[src/rtl/counter_arbiter.sv]
// counter_arbiter: shares one WIDTH-bit up counter among NREQ requesters, one timed interval at a time.
// Define COUNTER_ARB_RR_EN for round-robin arbitration; otherwise fixed priority (lowest index wins).
module counter_arbiter #(
  parameter int NREQ  = 4,
  parameter int WIDTH = 4
) (
  input  logic                  clk,
  input  logic                  reset,
  input  logic [NREQ-1:0]       req,
  input  logic [NREQ*WIDTH-1:0] target,
  output logic [NREQ-1:0]       grant,
  output logic                  busy,
  output logic [WIDTH-1:0]      count,
  output logic [NREQ-1:0]       done
);

  localparam int IW = (NREQ > 1) ? $clog2(NREQ) : 1;

  typedef enum logic [1:0] {
    S_IDLE = 2'd0,
    S_RUN  = 2'd1,
    S_DONE = 2'd2
  } state_e;

  state_e           state_q, state_d;
  logic [NREQ-1:0]  grant_q, grant_d;
  logic [NREQ-1:0]  done_q, done_d;
  logic             busy_q, busy_d;
  logic [WIDTH-1:0] count_q, count_d;
  logic [WIDTH-1:0] tgt_q, tgt_d;

  logic [WIDTH-1:0] tgt_arr [NREQ];
  logic             any_req;
  logic             owner_req;
  logic             at_tc;
  logic [IW-1:0]    win;

  for (genvar gi = 0; gi < NREQ; gi++) begin : gen_unpack
    assign tgt_arr[gi] = target[gi*WIDTH +: WIDTH];
  end

  assign any_req   = |req;
  assign owner_req = |(req & grant_q);
  assign at_tc     = (count_q == tgt_q);

`ifdef COUNTER_ARB_RR_EN
  logic [IW-1:0] rr_ptr_q, rr_ptr_d;
  logic [IW-1:0] rr_idx;
  logic          rr_found;

  // Search starts one past the last winner and wraps around.
  always_comb begin
    win      = rr_ptr_q;
    rr_idx   = '0;
    rr_found = 1'b0;
    for (int k = 1; k <= NREQ; k++) begin
      rr_idx = IW'((int'(rr_ptr_q) + k) % NREQ);
      if (!rr_found && req[rr_idx]) begin
        win      = rr_idx;
        rr_found = 1'b1;
      end
    end
  end

  always_comb begin
    rr_ptr_d = rr_ptr_q;
    if (state_q == S_IDLE && any_req) begin
      rr_ptr_d = win;
    end
  end

  always_ff @(posedge clk or negedge reset) begin
    if (!reset) begin
      rr_ptr_q <= IW'(NREQ - 1);
    end else begin
      rr_ptr_q <= rr_ptr_d;
    end
  end
`else
  always_comb begin
    win = '0;
    for (int k = NREQ - 1; k >= 0; k--) begin
      if (req[IW'(k)]) begin
        win = IW'(k);
      end
    end
  end
`endif

  always_ff @(posedge clk or negedge reset) begin
    if (!reset) begin
      state_q <= S_IDLE;
      grant_q <= '0;
      done_q  <= '0;
      busy_q  <= 1'b0;
      count_q <= '0;
      tgt_q   <= '0;
    end else begin
      state_q <= state_d;
      grant_q <= grant_d;
      done_q  <= done_d;
      busy_q  <= busy_d;
      count_q <= count_d;
      tgt_q   <= tgt_d;
    end
  end

  always_comb begin
    state_d = state_q;
    case (state_q)
      S_IDLE: begin
        if (any_req) begin
          state_d = S_RUN;
        end
      end
      S_RUN: begin
        if (!owner_req) begin
          state_d = S_IDLE;
        end else if (at_tc) begin
          state_d = S_DONE;
        end
      end
      S_DONE:  state_d = S_IDLE;
      default: state_d = S_IDLE;
    endcase
  end

  // Abandon takes priority over terminal count, so a dropped request never sees done.
  always_comb begin
    grant_d = grant_q;
    done_d  = '0;
    busy_d  = busy_q;
    count_d = count_q;
    tgt_d   = tgt_q;
    case (state_q)
      S_IDLE: begin
        if (any_req) begin
          grant_d = NREQ'(1) << win;
          busy_d  = 1'b1;
          count_d = '0;
          tgt_d   = tgt_arr[win];
        end
      end
      S_RUN: begin
        if (!owner_req) begin
          grant_d = '0;
          busy_d  = 1'b0;
          count_d = '0;
        end else if (at_tc) begin
          done_d  = grant_q;
          grant_d = '0;
          busy_d  = 1'b0;
        end else begin
          count_d = count_q + WIDTH'(1);
        end
      end
      S_DONE: begin
        count_d = '0;
      end
      default: begin
        grant_d = '0;
        busy_d  = 1'b0;
        count_d = '0;
      end
    endcase
  end

  assign grant = grant_q;
  assign done  = done_q;
  assign busy  = busy_q;
  assign count = count_q;

endmodule

[config.mk]
export PLATFORM = sky130hd
export DESIGN_NAME = counter_arbiter
export DESIGN_NICKNAME = d
export VERILOG_FILES = /design/src/rtl/counter_arbiter.sv
export SDC_FILE = /design/constraint.sdc
export NUM_CORES = 1
export LEC_CHECK = 0
export ABC_AREA = 1
export BUFFER_PORTS_ARGS = -buffer_cell sky130_fd_sc_hd__buf_4
export CAP_MARGIN = 40
export CORE_MARGIN = 2
export CORE_UTILIZATION = 45
export CTS_BUF_LIST = sky130_fd_sc_hd__clkbuf_4 sky130_fd_sc_hd__clkbuf_8 sky130_fd_sc_hd__clkbuf_16
export DETAILED_ROUTE_END_ITERATION = 8
export HOLD_SLACK_MARGIN = 0.08
export PLACE_DENSITY = 0.75
export SLEW_MARGIN = 20
export SYNTH_ARGS = -nofsm -noshare
export SYNTH_HDL_FRONTEND = slang
export SYNTH_SLANG_ARGS = --single-unit
[constraint.sdc]
create_clock -name clk -period 2.41 [get_ports clk]
set_input_delay 0.1205 -clock clk [delete_from_list [all_inputs] [get_ports clk]]
set_output_delay 0.1205 -clock clk [all_outputs]
set_load 0.005 [all_outputs]
==> impl_metrics.tcl, run 1 <==
set metrics [dict create \
    status "finished, final reports clean" \
    drc_errors 0 \
    hpwl_mm 1.32 \
    max_freq_ghz 0.761 \
    tns_ns 0 \
    rsz0062_at_grt "no" \
    synthToLayoutAreaGrowth_pct 23.9 \
    slowest_stage "dfrtp_1" \
    grt_pass1_wl_mm 3.01 \
    setup_viol 0 \
    cts_buffers 3 \
    htreeDepth 1 \
    yosysMostFrequentCell "nand2_1" \
    max-vdd-ir-drop_uv 464 \
    synth_async_sr_flop_share_pct 100 \
    grt_max_degree 16 \
    path_clk_slew_ns 0.09 \
    final.setup_skew_ns 0.00522 \
    layout-drive-gt1-share_pct 25.9 \
    maxUsedRoutingLayer "met4" \
    antenna_found_initial 0 \
    final_cells 174 \
    yosys.cell_types.count 17 \
    dp_cells 169 \
    grt_pass1_vias 749 \
    ys_seq_area_share_pct 42.1 \
    timing.final.crit_period_ns 1.31 \
    slowest_delay_ns 0.46 \
    cts_tree "built" \
    gr-total-overflow 0 \
    dieArea_um2 2350 \
    whs_ns 0.119 \
    wire_per_inst_um 9.29 \
    routed-wl-met2_um 804 \
    crit_arrival_ns 1.50 \
    first_pass_iters 4 \
    syn_area_um2 891 \
    reg2regPathDepth 6 \
    critPathMaxFanout 7 \
    die_x_um 48.5 \
    pwr_density_cell_nw_per_um2 865 \
    cts_root_buf "clkbuf_4" \
    syn-instance-count 122 \
    worstPathRequired_ns 2.60 \
    holdCritPathClass "input pin to register" \
    finalHoldViolations 0 \
    dr_wl_met3_um 76 \
    fp-row-count 16 \
    synth_edf_count 0 \
    maxCapViolCount 0 \
    cellLeakagePower_nw 0.628 \
    final_cell_area_um2 1100 \
    cp_top_family "simple AND/OR/NAND/NOR gates" \
    finalNetCount 171 \
    gp_congestion 0.814 \
    cts_buffer_depth 2 \
    grtUsageTotal_pct 16.6 \
    crit_cells 6 \
    vias_per_cell 4.54 \
    wl_met1_um 689 \
    cp-end-kind "register" \
    drtAntennaViolNets 0 \
    yosys_warnings 0 \
    io_pins 35 \
    crit_path_start_kind "register" \
    synth_top_cell_by_area "dfrtp_1" \
    drtIter0Drc 3 \
    final.period_utilization_pct 54.5 \
    syn_area_per_cell_um2 7.30 \
    numClockSinks 15 \
    yosys-top-cells-count "nand2_1 (51), inv_1 (17), dfrtp_1 (15), nand3_1 (8), nor2_1 (6)" \
    synth-seq-cells 15 \
    io_buffer_count 22 \
    antenna_cells 0 \
    initial_core_util_pct 46.4 \
    path_cells "ha_1 > or2_2 > nand3_1 > nor2_1 > nand3_1 > nand2_1" \
    critPathMostFrequentCell "nand3_1" \
    dieHeight_um 48.5 \
    wl_mm 1.62 \
    slew_violations 0 \
    synth_top_cell_area_share_pct 42.1 \
    synth_ff_type "dfrtp_1" \
    finalPower_mw 0.954 \
    insertion_delay_ns 0.29 \
    yosys-top-cells-area "dfrtp_1 (42%), nand2_1 (21%), inv_1 (7.2%), nand3_1 (4.5%), buf_4 (4.2%)" \
    dpl-instance-area_um2 1060 \
    core_um2 1920 \
    worst-path-buf-inv 0 \
    crit_type "register to register" \
    fill_cells 197 \
    num_vias 790 \
    holdPathStages 5 \
]
[kinds of logic after synthesis]
family / after synthesis / synth area share (%)
and+or+nand+nor: 78 / 40.6
buffers and inverters: 22 / 11.4
DFF: 15 / 42.1
AOI/OAI and AO/OA: 5 / 4.07
adders and majority gates: 1 / 1.40
other: 1 / 0.421
[cells in the final DEF (no fill, tap or decap)]
cell,synthesis,layout
or2_2,1,1
nand3_4,1,1
nand4_1,2,2
dfrtp_1,15,15
nand2_1,51,51
conb_1,1,4
ha_1,1,1
dlygate4sd3_1,0,1
buf_4,5,22
nand2_2,5,5
inv_1,17,17
nand3_1,8,8
a21oi_4,1,1
clkbuf_4,0,4
nor2_4,2,2
nand2_4,1,1
nor2_1,6,6
nor2_2,1,1
o21ai_0,4,4
[worst paths after layout]
| kind | from | end | slack (ns) |
|---|---|---|---|
| worst max-delay path | count[0] | count[2] | 1.10 |
| worst min-delay path | target[6] | tgt_q[2] | 0.12 |
| worst max register to register | count[0] | count[2] | 1.10 |
| worst min register to register | busy | busy | 0.48 |
| max in group asynchronous | reset | busy | 2.03 |
| min in group asynchronous | reset | count[0] | 0.21 |
[stage by stage]
step                utilization, %  worst slack [ns]
floorplan                        -              1.17
global placement              55.3              1.13
detailed placement            55.3              1.10
CTS                           57.4              1.09
global route                  57.4             0.972
finish                        57.4              1.10
[worst min-delay path: stages]
cell and delay [ns]:
buf_4 0.07, nand2_1 0.04, nand2_1 0.05, nand2_1 0.04, o21ai_0 0.05
[where the power goes]
| group | internal [mW] | switching (mW) | total, mW | leakage [nW] |
|---|---|---|---|---|
| sequential | 0.326 | 0.0623 | 0.389 | 0.196 |
| combinational | 0.164 | 0.244 | 0.408 | 0.414 |
| clock | 0.0756 | 0.0822 | 0.158 | 0.0184 |
[layer usage]
metal / vias up / global-route usage (%)
li1: 414 / -
met1: 350 / 19.5
met2: 21 / 29.2
met3: 5 / 2.78
met4: 0 / 8.57
met5: - / 0
[layout make-up]
type	count	area, µm²	share of cell area [%]
Sequential cell	15	375	34.0
Tap cell	27	33.8	3.06
Inverter	17	63.8	5.78
Multi-Input combinational cell	88	425	38.5
Clock buffer	4	30.0	2.72
Timing Repair Buffer	23	175	15.9
[flip-flops by register name, summed over array words and instances (netlist names)]
name	flops
count	4
tgt_q	4
done	2
grant	2
state_q	2
busy	1
[timing repair]
| item | CTS | global route |
|---|---|---|
| hold buffers | 1 | 0 |
| setup endpoints to repair | 0 | 0 |
| setup buffers | 0 | 0 |
| endpoints found under the hold margin | 15 | 0 |
| resized for setup | 0 | 0 |
(Power assumes the default switching activity.)
==> run 2, diff against run 1 <==
--- a/config.mk
+++ b/config.mk
@@ -9,11 +9,11 @@
 export BUFFER_PORTS_ARGS = -buffer_cell sky130_fd_sc_hd__buf_4
 export CAP_MARGIN = 40
 export CORE_MARGIN = 2
-export CORE_UTILIZATION = 45
+export CORE_UTILIZATION = 42
 export CTS_BUF_LIST = sky130_fd_sc_hd__clkbuf_4 sky130_fd_sc_hd__clkbuf_8 sky130_fd_sc_hd__clkbuf_16
 export DETAILED_ROUTE_END_ITERATION = 8
 export HOLD_SLACK_MARGIN = 0.08
-export PLACE_DENSITY = 0.75
+export PLACE_DENSITY = 0.73
 export SLEW_MARGIN = 20
 export SYNTH_ARGS = -nofsm -noshare
 export SYNTH_HDL_FRONTEND = slang
==> constraint.sdc (replaced) <==
create_clock -name clk -period 1.15 [get_ports clk]
set_input_delay 0.0575 -clock clk [delete_from_list [all_inputs] [get_ports clk]]
set_output_delay 0.0575 -clock clk [all_outputs]
set_load 0.005 [all_outputs]
==> run 2 against run 1 <==
Against the previous run:
- the flow now finishes with violations (setup timing)
- clock skew about the same
- clock power up 110%
- register-to-register slack got worse by 1.2 ns
- critical path type unchanged
- critical endpoint is now busy
==> impl_metrics.tcl, run 2 (synthesis gave the netlist of run 1 again) <==
set metrics [dict create \
    drc_errors 0 \
    crit_arrival_ns 1.38 \
    grt_pass1_vias 908 \
    insertion_delay_ns 0.28 \
    hpwl_mm 1.59 \
    dp_slack_ns -0.0669 \
    finalPower_mw 2.37 \
    reg2regPathDepth 9 \
    path_clk_slew_ns 0.09 \
    internal_power_mw 1.41 \
    layout-drive-gt1-share_pct 41.6 \
    wl_mm 2.14 \
    final.period_utilization_pct 105 \
    fp-row-count 16 \
    finalHoldViolations 0 \
    antenna_cells 0 \
    cts_buffers 3 \
    io_pins 35 \
    worst_slack_ns -0.0573 \
    finalNetCount 190 \
    drtIter0Drc 19 \
    status "finished with violations" \
    maxCapViolCount 0 \
    timing.final.crit_period_ns 1.21 \
    crit_path_start_kind "register" \
    cp-end-kind "register" \
    worstPathRequired_ns 1.32 \
    max_freq_ghz 0.828 \
    r2r_setup_slack_ns -0.06 \
    reg2reg_to "busy" \
    max-vdd-ir-drop_uv 1060 \
    wire_per_inst_um 11.1 \
    die_x_um 50.1 \
    whs_ns 0.0854 \
    cts_root_buf "clkbuf_4" \
    initial_core_util_pct 44.9 \
    grtUsageTotal_pct 19.5 \
    holdCritPathClass "input pin to register" \
    vias_per_cell 4.58 \
    p_sw_mw 0.960 \
    final_common_cell "nand2_1" \
    gr-total-overflow 0 \
    antenna_found_initial 0 \
    first_pass_iters 6 \
    io_buffer_count 22 \
    final_cell_mix "nand2_1 (42), buf_4 (36), inv_1 (15)" \
    cts_tree "built" \
    final_cell_area_um2 1310 \
    grt_max_degree 16 \
    final.setup_skew_ns 0.00515 \
    numClockSinks 15 \
    pwr_density_cell_nw_per_um2 1810 \
    grt_pass1_wl_mm 3.68 \
    tns_ns -0.283 \
    rr_startpoint "count[0]" \
    rsz0062_at_grt "yes" \
    htreeDepth 1 \
    power_frac_clock_pct 13.8 \
    core_um2 1980 \
    p_seq_share_pct 33.9 \
    combPwrFrac_pct 52.3 \
    crit_type "register to register" \
    crit_start "count[0]" \
    worstSetupEndpoint "busy" \
    setup_viol 7 \
    num_vias 884 \
    synthToLayoutAreaGrowth_pct 46.9 \
    drtAntennaViolNets 0 \
    sw_frac_of_total_pct 40.4 \
    cellLeakagePower_nw 0.717 \
    gp_congestion 0.772 \
    dieArea_um2 2510 \
    violations "setup timing" \
    slew_violations 0 \
    cts_buffer_depth 2 \
    dpl-instance-area_um2 1160 \
    critPathMaxFanout 5 \
    dieHeight_um 50.1 \
]
-- run 2: cell type report --
class | instances | area (µm²)
tap | 27 | 33.8
clock buffer | 4 | 30.0
timing repair buffer | 42 | 330
fill | 156 | 673
inverter | 17 | 63.8
multi-input combinational | 88 | 473
sequential | 15 | 378
-- run 2: power by group through the flow --
stage | Sequential (mW) | Clock (mW) | Combinational, mW
finish | 0.803 | 0.328 | 1.24
global route | 0.824 | 0.358 | 1.38
CTS | 0.788 | 0.336 | 1.13
detailed placement | 0.797 | 0 | 1.09
global placement | 0.787 | 0 | 1.04
floorplan | 0.807 | 0 | 0.630
-- run 2: how the worst min path moves through the flow --
stage / slack (ns) / cells past startpoint / from / to
2_1_floorplan: -0.24 / 0 / reset / busy
3_3_place_gp: -0.08 / 1 / reset / count[1]
4_1_cts: 0.08 / 5 / target[5] / tgt_q[1]
6_report: 0.09 / 5 / target[7] / tgt_q[3]
3_5_place_dp: -0.07 / 1 / reset / count[2]
5_1_grt: 0.11 / 5 / target[0] / tgt_q[0]
-- run 2: per-layer routing --
layer / vias to the layer above / global-route usage, % / routed length (µm)
li1: 451 / - / -
met1: 409 / 21.4 / 816
met2: 22 / 34.6 / 1200
met3: 2 / 2.73 / 95
met4: 0 / 12.0 / 27
met5: - / 0 / 0
-- run 2: critical path, cell delays in order, from the launching register on --
cell and delay (ns):
dfrtp_2 0.43, inv_2 0.05, nand2_1 0.06, nand2_2 0.06
nor2_4 0.15, nand2_2 0.09, nand2_2 0.09, nand2_2 0.07
nand2_1 0.06, nand2_1 0.05
-- run 2: repair_timing --
| item | in CTS | in global routing |
|---|---|---|
| pin swaps | 1 | 4 |
| hold buffers | 6 | 0 |
| gates resized for setup | 4 | 12 |
| endpoints found under the setup margin | 7 | 14 |
| buffers inserted | 0 | 2 |
| endpoints found under the hold margin | 19 | 0 |
-- run 2: metrics by stage --
step	instances	util (%)
2_1_floorplan	125	-
6_report	193	66.0
3_5_place_dp	181	58.7
3_3_place_gp	181	58.7
5_1_grt	193	66.0
4_1_cts	191	63.8
==> run 3, diff against run 2 <==
==> constraint.sdc (replaced) <==
create_clock -name clk -period 1.1 [get_ports clk]
set_input_delay 0.055 -clock clk [delete_from_list [all_inputs] [get_ports clk]]
set_output_delay 0.055 -clock clk [all_outputs]
set_load 0.005 [all_outputs]
==> run 3 against run 2 <==
Against the previous run:
- the run still ends with setup timing left
- critical path depth is the same
- routed wire length grew 3.0%
- final cell count grew 4.1%
- sequential share of layout area shrank 1.7 points
- clock skew shrank 0.00085 ns
- global-route usage shrank 0.19 points
- worst setup slack lost 0.068 ns
- combinational power grew 9%
- worst hold slack gained 0.048 ns
- register-to-register slack lost 0.07 ns
- sequential power grew 2.9%
- critical path type unchanged
- largest cell class unchanged
- highest routed layer unchanged
==> impl_metrics.tcl, run 3 (synthesis gave the netlist of run 1 again) <==
set metrics [dict create \
    status "finished with violations" \
    violations "setup timing" \
    path_clk_slew_ns 0.09 \
    insertion_delay_ns 0.29 \
    final_cell_area_um2 1380 \
    finalPower_mw 2.53 \
    vias_per_cell 4.63 \
    grt_pass1_wl_mm 3.61 \
    numClockSinks 15 \
    io_pins 35 \
    setup_viol 12 \
    htreeDepth 1 \
    cts_buffer_depth 2 \
    worstPathRequired_ns 1.29 \
    dp_slack_ns -0.105 \
    dpl-instance-area_um2 1180 \
    gp_congestion 0.802 \
    grtUsageTotal_pct 19.3 \
    final.period_utilization_pct 111 \
    final_common_cell "nand2_1" \
    critPathMaxFanout 4 \
    antenna_found_initial 0 \
    cts_buffers 3 \
    rsz0062_at_grt "yes" \
    timing.final.crit_period_ns 1.23 \
    layout-drive-gt1-share_pct 40.2 \
    finalNetCount 198 \
    cp_top_family "simple AND/OR/NAND/NOR gates" \
    gr-total-overflow 0 \
    critPathMostFrequentCell "nand2_2" \
    r2r_setup_slack_ns -0.13 \
    max-vdd-ir-drop_uv 990 \
    holdPathStages 5 \
    whs_ns 0.134 \
    p_seq_share_pct 32.6 \
    slowest_stage "dfrtp_1" \
    grt_pass1_vias 860 \
    first_pass_iters 5 \
    holdCritPathClass "input pin to register" \
    finalHoldViolations 0 \
    multiInputGateArea_um2 470 \
    wire_per_inst_um 11.0 \
    internal_power_mw 1.52 \
    regArea_um2 375 \
    max_freq_ghz 0.816 \
    cellLeakagePower_nw 0.755 \
    power_frac_clock_pct 14.1 \
    crit_type "register to register" \
    path_cells "inv_1 > nand2_1 > nand2_2 > nor2_4 > nand2_2 > nand2_2 > nand2_2 > nand2_1 > nand2_1" \
    dieHeight_um 50.1 \
    fill_cells 158 \
    combPwrFrac_pct 53.4 \
    slowest_delay_ns 0.40 \
    reg2reg_to "busy" \
    drtIter0Drc 8 \
    antenna_cells 0 \
    worst-path-buf-inv 1 \
    dieArea_um2 2510 \
    final_cell_mix "nand2_1 (43), buf_4 (38), inv_1 (15), dfrtp_1 (15), nand2_2 (13)" \
    final_cells 201 \
    crit_path_start_kind "register" \
    core_um2 1980 \
    die_x_um 50.1 \
    synthToLayoutAreaGrowth_pct 55.1 \
    worst_slack_ns -0.125 \
    drtAntennaViolNets 0 \
    drc_errors 0 \
    crit_arrival_ns 1.41 \
    wl_mm 2.20 \
    p_sw_mw 1.01 \
    initial_core_util_pct 44.9 \
    hpwl_mm 1.57 \
    final.setup_skew_ns 0.00430 \
    crit_start "count[0]" \
    rr_startpoint "count[0]" \
    grt_max_degree 16 \
    hold-path-endpoint "tgt_q[3]" \
    cts_root_buf "clkbuf_4" \
    reg2regPathDepth 9 \
    dp_cells 182 \
    sw_frac_of_total_pct 40.0 \
    slew_violations 0 \
    num_vias 931 \
    io_buffer_count 22 \
    hp-start "req[0]" \
    maxCapViolCount 0 \
    pwr_density_cell_nw_per_um2 1830 \
    cts_tree "built" \
    fp-row-count 16 \
    cp-end-kind "register" \
]
-- run 3: changes by cell type in the layout (fill, tap and decap cells not counted), sizes merged --
cell,change
buf,+4
dlygate4sd3,+4
-- run 3: how the worst max path moves through the flow --
stage | endpoint | slack [ns] | cells past startpoint
finish | busy | -0.13 | 9
detailed placement | busy | -0.10 | 9
floorplan | count[2] | -0.05 | 6
CTS | busy | -0.11 | 9
global route | grant[0] | -0.21 | 9
global placement | count[2] | -0.05 | 6
-- run 3: tightest hold or removal path, stage by stage --
cell and delay (ns):
buf_4 0.14, nand2_1 0.06, nand2_1 0.05, nand2_1 0.04, o21ai_0 0.05
-- run 3: metrics by stage --
step / setup TNS, ns / utilization, %
finish: -1.01 / 69.7
global placement: -0.229 / 59.3
global route: -2.05 / 69.7
floorplan: -0.141 / -
CTS: -0.735 / 67.3
detailed placement: -0.516 / 59.3
-- run 3: cell type report --
cell class | count | share of cell area (%)
clock buffer | 4 | 2.17
inverter | 17 | 4.62
multi-input combinational | 88 | 34.1
sequential | 15 | 27.2
tap | 27 | 2.45
timing repair buffer | 50 | 29.5
-- run 3: timing repair --
action / 4_1_cts / 5_1_grt
endpoints found under the setup margin: 7 / 17
hold buffers: 10 / 0
hold endpoints to repair: 20 / 0
pin swaps: 7 / 4
resized for setup: 2 / 12
buffers inserted: 3 / 2
-- run 3: power by group through the flow --
stage	Sequential (mW)	Combinational (mW)	Clock (mW)
2_1_floorplan	0.844	0.676	0
3_3_place_gp	0.821	1.12	0
3_5_place_dp	0.835	1.16	0
4_1_cts	0.821	1.25	0.358
5_1_grt	0.849	1.51	0.388
6_report	0.826	1.35	0.356
-- run 3: per-layer routing --
| metal | wire [µm] | vias to the layer above | part of all wire, % | track usage [%] |
|---|---|---|---|---|
| li1 | - | 467 | - | - |
| met1 | 883 | 430 | 40 | 22.3 |
| met5 | 0 | - | 0 | 0 |
| met3 | 92 | 2 | 4.2 | 1.82 |
| met2 | 1200 | 32 | 54 | 34.6 |
| met4 | 28 | 0 | 1.3 | 9.72 |
